**config.mk**
```make
export PLATFORM = sky130hd
export DESIGN_NAME = mux4_rr_arbiter
export DESIGN_NICKNAME = d
export VERILOG_FILES = /design/src/rtl/mux4_rr_arbiter.sv
export SDC_FILE = /design/constraint.sdc
export NUM_CORES = 1
export LEC_CHECK = 0
export ABC_AREA = 1
export CORE_MARGIN = 10
export CORE_UTILIZATION = 54
export CTS_CLUSTER_DIAMETER = 100
export DETAILED_ROUTE_END_ITERATION = 6
export PLACE_DENSITY = 0.78
export SLEW_MARGIN = 20
export SYNTH_ARGS = -nofsm -noshare
export SYNTH_HDL_FRONTEND = slang
export SYNTH_SLANG_ARGS = --single-unit
```
**constraint.sdc**
```tcl
create_clock -name clk -period 1.7 [get_ports clk]
set_input_delay 0.255 -clock clk [delete_from_list [all_inputs] [get_ports clk]]
set_output_delay 0.255 -clock clk [all_outputs]
set_load 0.05 [all_outputs]
```
**src/rtl/mux4_rr_arbiter.sv**
```systemverilog
// Round-robin arbiter sharing one 4:1 single-bit select path between four requesters.
// Optional owner preemption after MAX_HOLD cycles is enabled by defining ARB_TIMEOUT_EN.
module mux4_rr_arbiter #(
    parameter int MAX_HOLD = 8
) (
    input  logic       clk,
    input  logic       reset,
    input  logic [3:0] req,
    input  logic [3:0] data_in,
    output logic [3:0] grant,
    output logic [1:0] sel,
    output logic       busy,
    output logic       data_out
);

    if (MAX_HOLD < 2 || MAX_HOLD > 255) begin : g_bad_max_hold
        $error("mux4_rr_arbiter: MAX_HOLD must be in 2..255");
    end

    typedef enum logic {
        IDLE  = 1'b0,
        GRANT = 1'b1
    } state_t;

    state_t     state_q, state_d;
    logic [3:0] grant_q, grant_d;
    logic [1:0] sel_q, sel_d;
    logic [1:0] ptr_q, ptr_d;
    logic [2:0] pick_idle, pick_hand;

`ifdef ARB_TIMEOUT_EN
    localparam logic [7:0] CNT_MAX = 8'(MAX_HOLD - 1);
    logic [7:0] cnt_q, cnt_d;
`endif

    // Returns {found, index} of the first set bit scanning start, start+1, ... mod 4.
    function automatic logic [2:0] rr_pick(input logic [3:0] r, input logic [1:0] start);
        logic [1:0] idx;
        logic       found;
        logic [1:0] win;
        found = 1'b0;
        win   = 2'd0;
        for (int i = 0; i < 4; i++) begin
            idx = start + 2'(i);
            if (!found && r[idx]) begin
                found = 1'b1;
                win   = idx;
            end
        end
        return {found, win};
    endfunction

    always_comb begin
        state_d   = state_q;
        grant_d   = grant_q;
        sel_d     = sel_q;
        ptr_d     = ptr_q;
`ifdef ARB_TIMEOUT_EN
        cnt_d     = cnt_q;
`endif
        pick_idle = rr_pick(req, ptr_q + 2'd1);
        // Owner bit masked so a handover never re-selects the current owner.
        pick_hand = rr_pick(req & ~grant_q, sel_q + 2'd1);

        if (state_q == IDLE) begin
            if (pick_idle[2]) begin
                state_d = GRANT;
                grant_d = 4'b0001 << pick_idle[1:0];
                sel_d   = pick_idle[1:0];
                ptr_d   = pick_idle[1:0];
`ifdef ARB_TIMEOUT_EN
                cnt_d   = 8'd0;
`endif
            end
        end else begin
            if (req[sel_q]) begin
`ifdef ARB_TIMEOUT_EN
                if (cnt_q == CNT_MAX && pick_hand[2]) begin
                    grant_d = 4'b0001 << pick_hand[1:0];
                    sel_d   = pick_hand[1:0];
                    ptr_d   = pick_hand[1:0];
                    cnt_d   = 8'd0;
                end else if (cnt_q != CNT_MAX) begin
                    cnt_d   = cnt_q + 8'd1;
                end
`endif
            end else if (pick_hand[2]) begin
                grant_d = 4'b0001 << pick_hand[1:0];
                sel_d   = pick_hand[1:0];
                ptr_d   = pick_hand[1:0];
`ifdef ARB_TIMEOUT_EN
                cnt_d   = 8'd0;
`endif
            end else begin
                state_d = IDLE;
                grant_d = 4'b0000;
            end
        end
    end

    always_ff @(posedge clk) begin
        if (reset) begin
            state_q <= IDLE;
            grant_q <= 4'b0000;
            sel_q   <= 2'd0;
            ptr_q   <= 2'd3;
`ifdef ARB_TIMEOUT_EN
            cnt_q   <= 8'd0;
`endif
        end else begin
            state_q <= state_d;
            grant_q <= grant_d;
            sel_q   <= sel_d;
            ptr_q   <= ptr_d;
`ifdef ARB_TIMEOUT_EN
            cnt_q   <= cnt_d;
`endif
        end
    end

    assign grant    = grant_q;
    assign sel      = sel_q;
    assign busy     = (state_q == GRANT);
    assign data_out = busy ? data_in[sel_q] : 1'b0;

endmodule

```
After elaboration in Yosys (flattened, before gate mapping)
Cells that the tools add are included.
- add/subtract/negate cells: 8
- magnitude comparators: 9
- equal/unequal tests: 2
- shifts and indexed selects: 2
- multiplexer cells: 49
- bitwise operators: 2
- reductions and logical operators: 15
- operators by type and width (cell ; number):
    < comparator 2 x 3 -> 1 bit (second input constant) ; 9
    two-way mux 2 bit ; 12
    two-way mux 1 bit ; 23
    binary-select mux 1 bit (select 2 bit) ; 10
    two-way mux 4 bit ; 4
    adder 2 x 1 -> 2 bit (second input constant) ; 4
    adder 2 bit (second input constant) ; 4
    << shifter 1 x 2 -> 4 bit (first input constant) ; 2
    logical AND 1 bit ; 6
    logical NOT 1 bit ; 6
    AND 4 bit ; 1
    NOT 4 bit ; 1
    AND reduction 3 bit ; 1
    inequality test 2 x 1 -> 1 bit (second input constant) ; 1
    inequality test 2 bit (second input constant) ; 1
    AND reduction 2 bit ; 1
    nonzero test 2 bit ; 1
- bits in registers: 9

Depth between registers and ports, before layout
Gate-level depths: netlist of the first run.
- word-level depth: 18
- gate-level depth with buffers: 14
- mapped depth without buffers: 13

Worst setup path before layout of the first run
Ideal clock, no wire load.
- path kind: register to output
- start: register sel_q[0] (netlist: sel[0])
- end: output port data_out
- arrival: 1940 ps
- required time: 1445 ps
- slack: -495 ps
- cell stages (with the launch flop): 7
- path through: dfxtp_1 buf_6 buf_8 nor2_1 nor2_1 o21ai_0 a21oi_1
- cells in the longest elaborated chain, start to end: 3
- ends and longest elaborated chain (element ; RTL line ; source):
    start, declared ; 27 ; logic [1:0] sel_q, sel_d;
    start signal, assigned ; 113 ; sel_q <= sel_d;
    binary-select mux 1 bit (select 2 bit) ; 124 ; assign data_out = busy ? data_in[sel_q] : 1'b0;
    two-way mux 1 bit (implied by the code) ; 124 ;
    two-way mux 1 bit ; 124 ;
    end, declared ; 13 ; output logic data_out
Every way passes these cells. The select of a mux whose other input is x is not followed.

Worst setup path after layout of the first run
- start: register sel_q[1] (netlist: sel[1])
- end: register sel_q[0] (netlist: sel[0])
- cells in the longest elaborated chain, start to end: 16
- elaborated cells between the ends (all ways): 34
- classes of those cells: add/sub (4); eq/ne (2); mux (21); reduce/logical (7)
- ends and longest elaborated chain (element):
    parallel branches: the longest is 16 deep, another holds adder 2 x 1 -> 2 bit
Several ways; the timed one is not identified. The select of a mux whose other input is x is not followed.
A chain may end at the register's enable or synchronous reset.

==> metrics.txt, run 1 <==
total track usage=between 10% and 20%; placed cell areas=roughly 0.0014 sq mm; Hold Crit Depth=2; number of global-route vias before repair=1246; #FFs+latches synth=9; Num Clock Sinks=9; hold_ws=0.559 ns; r2r setup slk=-0.03 ns; post-route ant nets=0; clock root cell=clkbuf_4; xor-xnor portion of the synthesized cell area=0%; Mapped Area=0.00116 sq mm; WP data required=1.89 ns; post-synthesis mux area share=0%; Synth area leaders=nand2_1 19%, dfxtp_1 15%, nand3_1 14%; critical path class=flop to flop; Overflow after GRT=0; clock buffer depth=2; max-slew violations=0; row count=16; Max VDD drop=approximately 1.3 mV; Buf/Inv on CP=3; placed wire-length estimate=roughly 2600 um; initial antenna violation count=0; largest net degree at the start of global routing=10; CTS tree=built; reg-to-reg endpoint=sel[0]$_SDFFE_PP0P_; final hold violation count=0; worst-path cell chain=buf_4, nand2_4, inv_2, nor2_4, nand3_2, nand2_2, nand2_2, nor2_4, nand2_2, nor2_4, nor2_4, inv_2, nand2_2, a21oi_2; drc violations=0; hold path start=grant[3]$_SDFFE_PP0P_; die extent in x=66.4 um; RSZ-0062 raised after global routing=yes; CTS clk-pin slew, worst paths=roughly 0.060 ns; Synth top area share=19.0%; Die Ht=roughly 66 um; most frequent cells after synthesis=59 x nand2_1, 32 x nand3_1, 16 x inv_1; Vias/cell=5.49; Initial Util=around 58%; Synth Area in Adders=0%; most used flip-flop cell after synthesis=dfxtp_1; status=finished with violations; Die Area=0.00441 sq mm; FF-to-FF path depth=14; Tmin final=1.73 ns; power per cell area=about 2000 mW/mm^2; Area Growth Syn to Fin=40.9%; violated checks=setup timing; I/O pin cnt=18; Hold/Removal Path Class=flop to flop; core area=0.00200 sq mm; max cap viols=0; synthesized instance count=198; Leak=0.849 nW; Tot Pwr=3.19 mW; Vias=roughly 1.5k; Synth Area in Simple Gates=about three fifths; Rel. slew slack=77.9%; Finished Layout Cells=roughly 270; placer congestion estimate=0.942; first-pass GRT wire length=5310 um; number of synthesized flops with an enable pin=0; Clock Skew=~0.00052 ns; layout cells sized above 1=41.3%; placed cells=252; critical path peak fanout=4; diode count=0; transition time of the tightest slew-check pin=0.331 ns; Synth area leader=nand2_1; top-count cell post-synth=nand2_1; main combinational cell family by area after synthesis=simple AND/OR/NAND/NOR gates; final net count=251; worst-skew pair later-pin latency=between 0.2 and 0.3 ns; Synth Net Count=between 200 and 250; startpoint types=flop; Crit-path slowest cell=dfxtp_4; pre-CTS setup slack=-0.322 ns; Final Setup Violations=5; Mean Syn Cell Area=5.88 sq um; Num CTS Buffers=3; hold endpoint=grant[3]$_SDFFE_PP0P_; final WL=3630 um; slowest stage delay, CP=between 0.3 and 0.4 ns; DR iter-0 viols=109; Port Buffers=17; Final Instance Area=0.00164 sq mm; CP arrival=1.92 ns; fin worst setup slack=-0.0281 ns; worst reg2reg startpoint=sel[1]$_SDFFE_PP0P_; TritonRoute pass-1 iters=4; post-synthesis cell type count=27; synth warn=0; Max Fclk=579 MHz; period utilization=102%; Avg WL per Cell=~14 um; CTS H-tree depth=1; Seq/Total Area, Yosys=between 15 and 20%; crit end category=flop; Compound-Gate Fraction of Synth Area=10.0%; Synth async-reset ratio=0%; family with the most delay on the worst path=simple AND/OR/NAND/NOR gates
## worst reg2reg max path, delay by kind of cell (launching register included)
kind,cells,cell delay (ns)
AND/OR/NAND/NOR,10,0.92
flip-flops,1,0.36
buffers and inverters,3,0.28
AO/OA/AOI/OAI,1,0.11
## report_power, final
| part | total [mW] | internal, mW | leakage [nW] | switching, mW |
|---|---|---|---|---|
| Clock | 0.159 | 0.0901 | 0.0150 | 0.0689 |
| Combinational | 2.61 | 1.01 | 0.757 | 1.60 |
| Sequential | 0.426 | 0.310 | 0.0770 | 0.117 |
## cell usage in the layout (no fill, tap or decap), types with 3 or more instances in the layout
master            n
o21ai_1           3
nand4_1           6
o21ai_0           5
nand3_2          11
nand3_1          25
nand2_4           3
nand2_1          53
dfxtp_1           3
inv_2             5
clkbuf_4          3
dfxtp_4           4
clkdlybuf4s50_1   5
nor2_4            5
nor2_2            3
nand2_2          19
inv_1            16
dlygate4sd2_1     4
buf_4            31
a21oi_1           5
nor2_1           13
## worst max-delay path by stage
stage,from,end,slack (ns),cells after the start
final,sel[1]$_SDFFE_PP0P_,sel[0]$_SDFFE_PP0P_,-0.03,14
after global routing,ptr_q[0]$_SDFFE_PP1P_,grant[3]$_SDFFE_PP0P_,-0.19,12
after CTS,sel[0]$_SDFFE_PP0P_,ptr_q[0]$_SDFFE_PP1P_,0.02,13
after detailed placement,req[0],sel[0]$_SDFFE_PP0P_,-0.32,11
after global placement,req[3],sel[0]$_SDFFE_PP0P_,-0.28,11
after floorplan,grant[3]$_SDFFE_PP0P_,sel[1]$_SDFFE_PP0P_,0.004,12
## cell type report
type | instances | area, sq um
tap | 27 | 33.8
clock buffer | 4 | 26.3
sequential | 9 | 198
timing repair buffer | 44 | 380
inverter | 24 | 100
fill | 148 | 363
multi-input combinational | 159 | 901
## cells by family (layout without fill, tap and decap cells)
kind of cell | after synthesis | after routing
AO/OA/AOI/OAI | 19 | 19
flip-flops | 9 | 9
buffers and inverters | 30 | 72
AND/OR/NAND/NOR | 140 | 140
## what timing repair did
action / in CTS / in global routing
gates resized for setup: 8 / 23
pin swaps: 0 / 18
buffers inserted: 5 / 6
hold buffers: 0 / 0
gates cloned: 0 / 0
setup endpoints to repair: 4 / 10
## sequential cells by signal (all words and copies together), names as in the netlist
signal  flops
busy        1
grant       4
ptr_q       2
sel         2
## layer usage
layer,up-vias,track usage (%),share of wire (%)
li1,724,-,-
met1,661,18.7,44
met2,68,23.3,46
met3,12,2.71,7.2
met4,0,5.24,3.5
met5,-,0,0
## per-stage QoR
step | setup TNS [ns] | utilization [%]
after floorplan | 0 | -
after global placement | -1.97 | 72.3
after detailed placement | -2.27 | 72.3
after CTS | 0 | 75.6
after global routing | -1.15 | 81.9
final | -0.0541 | 81.9
(Power assumes the default switching activity.)
==> run 2: changes to the inputs <==
--- a/config.mk
+++ b/config.mk
@@ -7,10 +7,11 @@
 export LEC_CHECK = 0
 export ABC_AREA = 1
 export CORE_MARGIN = 10
-export CORE_UTILIZATION = 54
+export CORE_UTILIZATION = 55
+export CTS_BUF_LIST = sky130_fd_sc_hd__clkbuf_4
 export CTS_CLUSTER_DIAMETER = 100
 export DETAILED_ROUTE_END_ITERATION = 6
-export PLACE_DENSITY = 0.78
+export PLACE_DENSITY = 0.79
 export SLEW_MARGIN = 20
 export SYNTH_ARGS = -nofsm -noshare
 export SYNTH_HDL_FRONTEND = slang
==> metrics.txt, run 2 (synthesis gave the netlist of run 1 again) <==
status=finished clean; critical path peak fanout=7 (+3); clock buffer depth=2 (unchanged); GR Util met1=18.4% (-0.30 points); worst-skew pair later-pin latency=0.25 ns (about the same); first-pass GRT wire length=5670 um (+6.9%); Finished Layout Cells=265 (-0.75%); Max VDD drop=1.48 mV (+11%); Tmin final=1.69 ns (-0.0389 ns); final WL=3990 um (+10%); startpoint types=flop; Clock Skew=0.000305 ns (-0.000211 ns); max-slew violations=0 (unchanged); DR iter-0 viols=96 (-12%); max FFs per register=4 (unchanged); Rel. slew slack=75.7% (-2.2 points); Util after Layout=89.5% (+7.6 points); Tot Pwr=3.49 mW (+9.3%); number of global-route vias before repair=1333 (+7.0%); Post-Route Setup TNS=0 ns (+0.0541 ns); CTS H-tree depth=1 (unchanged); commonest non-fill, non-tap cells in the layout=37 x nand2_1, 27 x nand2_2, 26 x buf_4; Vias/cell=5.73 (+4.4%); period utilization=99.4% (-2.3 points); slowest stage delay, CP=0.41 ns (+0.05 ns); crit end category=flop; Hold/Removal Path Class=flop to flop; Area Growth Syn to Fin=52.5%; CP arrival=1.88 ns (-0.04 ns); power per cell area=1970 mW/mm^2 (+0.94%); Overflow after GRT=0 (unchanged); layout cells sized above 1=52.5% (+11 points); Final Setup Violations=0 (-5); transition time of the tightest slew-check pin=0.364 ns (+0.0332 ns); critical path class=flop to flop; post-route ant nets=0 (unchanged); Num Clock Sinks=9 (unchanged); drc violations=0 (unchanged); placed wire-length estimate=2700 um (+4.3%); hold path start=grant[2]$_SDFFE_PP0P_; CTS clk-pin slew, worst paths=0.06 ns (about the same); RSZ-0062 raised after global routing=yes; Avg WL per Cell=15.1 um (+11%); commonest non-fill, non-tap cell in the layout=nand2_1; Hold Crit Depth=2 (unchanged); initial antenna violation count=0 (unchanged); FF-to-FF path depth=12 (-2); clock root cell=clkbuf_4; placed cells=253 (+0.40%); Crit-path slowest cell=dfxtp_4; grt met2 use=26.8% (+3.5 points); r2r setup slk=0.01 ns (+0.04 ns); hold_ws=0.529 ns (-0.0310 ns); diode count=0 (unchanged); Filler cells=98 (-34%); Num CTS Buffers=3 (unchanged); row count=16 (unchanged); die extent in x=66.0 um (-0.64%); Initial Util=58.7% (+0.59 points); final net count=249 (-0.80%); largest net degree at the start of global routing=11 (+1); GRT busiest layer=met2; worst-path cell chain=inv_6, nand2_2, nand2_4, nand2_4, nand2_4, nor2_4, nand4_1, nand2_2, nand3_2, nand2_2, inv_2, a21oi_2; Critical Path Start=ptr_q[0]$_SDFFE_PP1P_; TritonRoute pass-1 iters=4 (unchanged); Port Buffers=17 (unchanged); total track usage=15.5% (+0.94 points); placer congestion estimate=0.902 (-4.2%); WP data required=1.89 ns (about the same); GR Util met3=3.73% (+1.0 points); Die Ht=66.0 um (-0.64%); Reg area=198 sq um (unchanged); Vias=1518 (+3.6%); I/O pin cnt=18 (unchanged); Leak=0.875 nW (+3.1%); Max Fclk=592 MHz (+2.3%); worst reg2reg startpoint=ptr_q[0]$_SDFFE_PP1P_; Die Area=0.00436 sq mm (-1.3%); multi-input gate area in the final layout=0.00103 sq mm (+14%); final hold violation count=0 (unchanged); core area=0.00198 sq mm (-1.0%); max cap viols=0 (unchanged); CTS tree=built
==> run 2: changes by cell type in the layout (fill, tap and decap cells not counted), sizes merged <==
cell	before	now
buf	35	33
==> run 2: final cells by class <==
| type | count | area share [%] |
|---|---|---|
| well taps | 27 | 1.90 |
| inverters | 24 | 6.06 |
| multi-input cells | 159 | 58.0 |
| flip-flops and latches | 9 | 11.1 |
| repair buffers | 42 | 21.2 |
| clock buffers | 4 | 1.69 |
==> run 2: worst max-delay path, delay by kind of cell, from the launching register on <==
kind | cells | cell delay (ns)
compound gates | 1 | 0.11
flops | 1 | 0.41
buf+inv | 2 | 0.11
simple gates | 9 | 1.00
==> run 2: worst paths after layout <==
kind	endpoint
setup / recovery	grant[1]$_SDFFE_PP0P_
hold / removal	grant[2]$_SDFFE_PP0P_
setup reg to reg	grant[1]$_SDFFE_PP0P_
hold reg to reg	grant[2]$_SDFFE_PP0P_
==> run 2: per-stage QoR <==
| step | instance area [sq um] | worst slack, ns |
|---|---|---|
| final | 1770 | 0.0108 |
| after detailed placement | 1460 | -0.326 |
| after global placement | 1460 | -0.311 |
| after CTS | 1490 | 0.00297 |
| after global routing | 1770 | -0.0750 |
| after floorplan | 1180 | 0.00361 |
==> run 2: per-layer routing <==
layer | wire, um | share of wire, %
met5 | 0 | 0
met4 | 68 | 1.7
met3 | 328 | 8.2
met2 | 1970 | 49
met1 | 1630 | 41
==> run 2: repair_timing <==
action	CTS	global route
resized for setup	8	71
pin swaps	0	26
buffers inserted	0	8
endpoints found under the setup margin	8	9
hold buffers	0	0
==> run 2: report_power, final <==
group | internal, mW | switching, mW
registers | 0.310 | 0.142
clock network | 0.106 | 0.0700
logic | 1.08 | 1.78
total | 1.50 | 1.99
==> run 3: changes to the inputs <==
--- a/config.mk
+++ b/config.mk
@@ -6,11 +6,12 @@
 export NUM_CORES = 1
 export LEC_CHECK = 0
 export ABC_AREA = 1
-export CORE_MARGIN = 10
+export CORE_MARGIN = 5
 export CORE_UTILIZATION = 55
 export CTS_BUF_LIST = sky130_fd_sc_hd__clkbuf_4
 export CTS_CLUSTER_DIAMETER = 100
 export DETAILED_ROUTE_END_ITERATION = 6
+export GPL_ROUTABILITY_DRIVEN = 0
 export PLACE_DENSITY = 0.79
 export SLEW_MARGIN = 20
 export SYNTH_ARGS = -nofsm -noshare
==> metrics.txt, run 3 (synthesis gave the netlist of run 1 again) <==
status=finished with violations; violated checks=setup timing; placed cells=252 (-0.40%); WP data required=1.90 ns (about the same); transition time of the tightest slew-check pin=0.361 ns (-0.00344 ns); Comb pwr share=82.1% (about the same); Overflow after GRT=0 (unchanged); max cap viols=0 (unchanged); Hold/Removal Path Class=flop to flop; max FFs per register=4 (unchanged); net switching power=2.02 mW (+1.7%); r2r setup slk=-0.06 ns (-0.07 ns); multi-input gate area in the final layout=0.00100 sq mm (-2.3%); power per cell area=2020 mW/mm^2 (+2.5%); Num Clock Sinks=9 (unchanged); worst-skew pair later-pin latency=0.27 ns (+0.02 ns); critical path class=flop to flop; Die Ht=56.0 um (-15%); max-slew violations=0 (unchanged); Port Buffers=17 (unchanged); initial antenna violation count=0 (unchanged); Filler cells=104 (+6.1%); layout cells sized above 1=49.4% (-3.1 points); crit end category=flop; die extent in x=56.0 um (-15%); Vias/cell=5.75 (+0.35%); CTS H-tree depth=1 (unchanged); commonest non-fill, non-tap cell in the layout=nand2_1; RSZ-0062 raised after global routing=yes; largest net degree at the start of global routing=12 (+1); clock buffer depth=2 (unchanged); I/O pin cnt=18 (unchanged); Vias=1529 (+0.72%); CP arrival=1.96 ns (+0.08 ns); Max Fclk=570 MHz (-3.8%); row count=16 (unchanged); TritonRoute pass-1 iters=4 (unchanged); placed wire-length estimate=2560 um (-5.1%); Initial Util=58.7% (unchanged); final net count=250 (+0.40%); Tmin final=1.76 ns (+0.0666 ns); fin worst setup slack=-0.0558 ns (-0.0666 ns); CTS tree=built; Reg area=198 sq um (unchanged); Num CTS Buffers=3 (unchanged); final WL=4060 um (+1.7%); first-pass GRT wire length=5490 um (-3.2%); Final Setup Violations=8 (+8); pre-CTS setup slack=-0.354 ns (-0.0278 ns); CTS clk-pin slew, worst paths=0.07 ns (about the same); core area=0.00198 sq mm (unchanged); commonest non-fill, non-tap cells in the layout=40 x nand2_1, 26 x buf_4, 22 x nand3_1, 22 x nand2_2, 15 x inv_1; final hold violation count=0 (unchanged); Avg WL per Cell=15.3 um (+1.3%); post-route ant nets=0 (unchanged); Tot Pwr=3.56 mW (+1.9%); drc violations=0 (unchanged); Finished Layout Cells=266 (+0.38%); DR iter-0 viols=53 (-45%); clock share of power=5.5% (+0.5 points); Clock Skew=0.00275 ns (+0.00244 ns); Area Growth Syn to Fin=51.6%; Sequential Power Share=12.4% (-0.6 points); Die Area=0.00314 sq mm (-28%); switching share of power=56.9% (-0.095 points); diode count=0 (unchanged); startpoint types=flop; period utilization=103% (+3.9 points); Leak=0.889 nW (+1.6%); total track usage=20.8% (+5.3 points); Rel. slew slack=75.9% (+0.23 points); hold_buf cts=0 (unchanged); Max VDD drop=1.77 mV (+19%); internal power=1.53 mW (+2.1%); critical path peak fanout=8 (+1); number of global-route vias before repair=1337 (+0.30%); clock root cell=clkbuf_4
## run 3: cell types whose count changed in the layout (fill, tap and decap cells not counted), moves of 2 or more
cell,delta
o21ai_0,+3
a21oi_2,-2
nand3_1,+2
nand2_2,-5
o21ai_1,-2
a21oi_1,+2
nand2_4,+2
nand2_1,+3
## run 3: layer usage
layer	routed length (um)	vias to the layer above	GRT usage (%)
met5	0	-	0
met4	64	0	8.47
met3	308	9	3.02
met2	2070	77	35.1
met1	1620	714	26.2
li1	-	729	-
## run 3: final timing paths
| check | startpoint | end | cells past startpoint |
|---|---|---|---|
| worst max-delay path | sel[0]$_SDFFE_PP0P_ | sel[0]$_SDFFE_PP0P_ | 14 |
| worst min-delay path | grant[2]$_SDFFE_PP0P_ | grant[2]$_SDFFE_PP0P_ | 2 |
| worst max register to register | sel[0]$_SDFFE_PP0P_ | sel[0]$_SDFFE_PP0P_ | 14 |
| worst min register to register | grant[2]$_SDFFE_PP0P_ | grant[2]$_SDFFE_PP0P_ | 2 |
## run 3: power groups by stage
stage	Clock, mW	Combinational [mW]	Sequential (mW)
3_3_place_gp	0	2.16	0.423
4_1_cts	0.187	2.22	0.429
6_report	0.196	2.92	0.441
3_5_place_dp	0	2.22	0.428
2_1_floorplan	0	1.59	0.504
5_1_grt	0.209	3.14	0.454
## run 3: layout make-up
class / instances / area share (%)
clock buffer: 4 / 1.70
inverter: 24 / 5.96
multi-input combinational: 159 / 57.0
sequential: 9 / 11.2
tap: 27 / 1.91
timing repair buffer: 43 / 22.3
## run 3: repair_timing
item                                    CTS  global route
gates resized for setup                   8            58
endpoints found under the setup margin    7             9
setup buffers                             0            10
pin swaps                                 0            27
hold endpoints to repair                  0             0
## run 3: worst max-delay path, cell delays in order, from the launching register on
cell,delay [ns]
dfxtp_4,0.36
buf_12,0.14
inv_8,0.07
nand2_1,0.06
nand2_2,0.10
nand3_2,0.07
nand2_2,0.09
nand2_2,0.07
nor2_4,0.13
nand2_2,0.09
nor2_4,0.15
nor2_4,0.06
inv_2,0.09
nand2_2,0.06
a21oi_2,0.13
## run 3: per-stage QoR
| stage | area [sq um] | hold slack (ns) | utilization (%) | TNS [ns] |
|---|---|---|---|---|
| floorplan | 1180 | 0.310 | - | 0 |
| global placement | 1450 | 0.537 | 73.0 | -1.90 |
| detailed placement | 1450 | 0.559 | 73.0 | -2.58 |
| CTS | 1480 | 0.568 | 74.5 | -0.00384 |
| global route | 1760 | 0.585 | 89.0 | -1.25 |
| finish | 1760 | 0.562 | 89.0 | -0.296 |
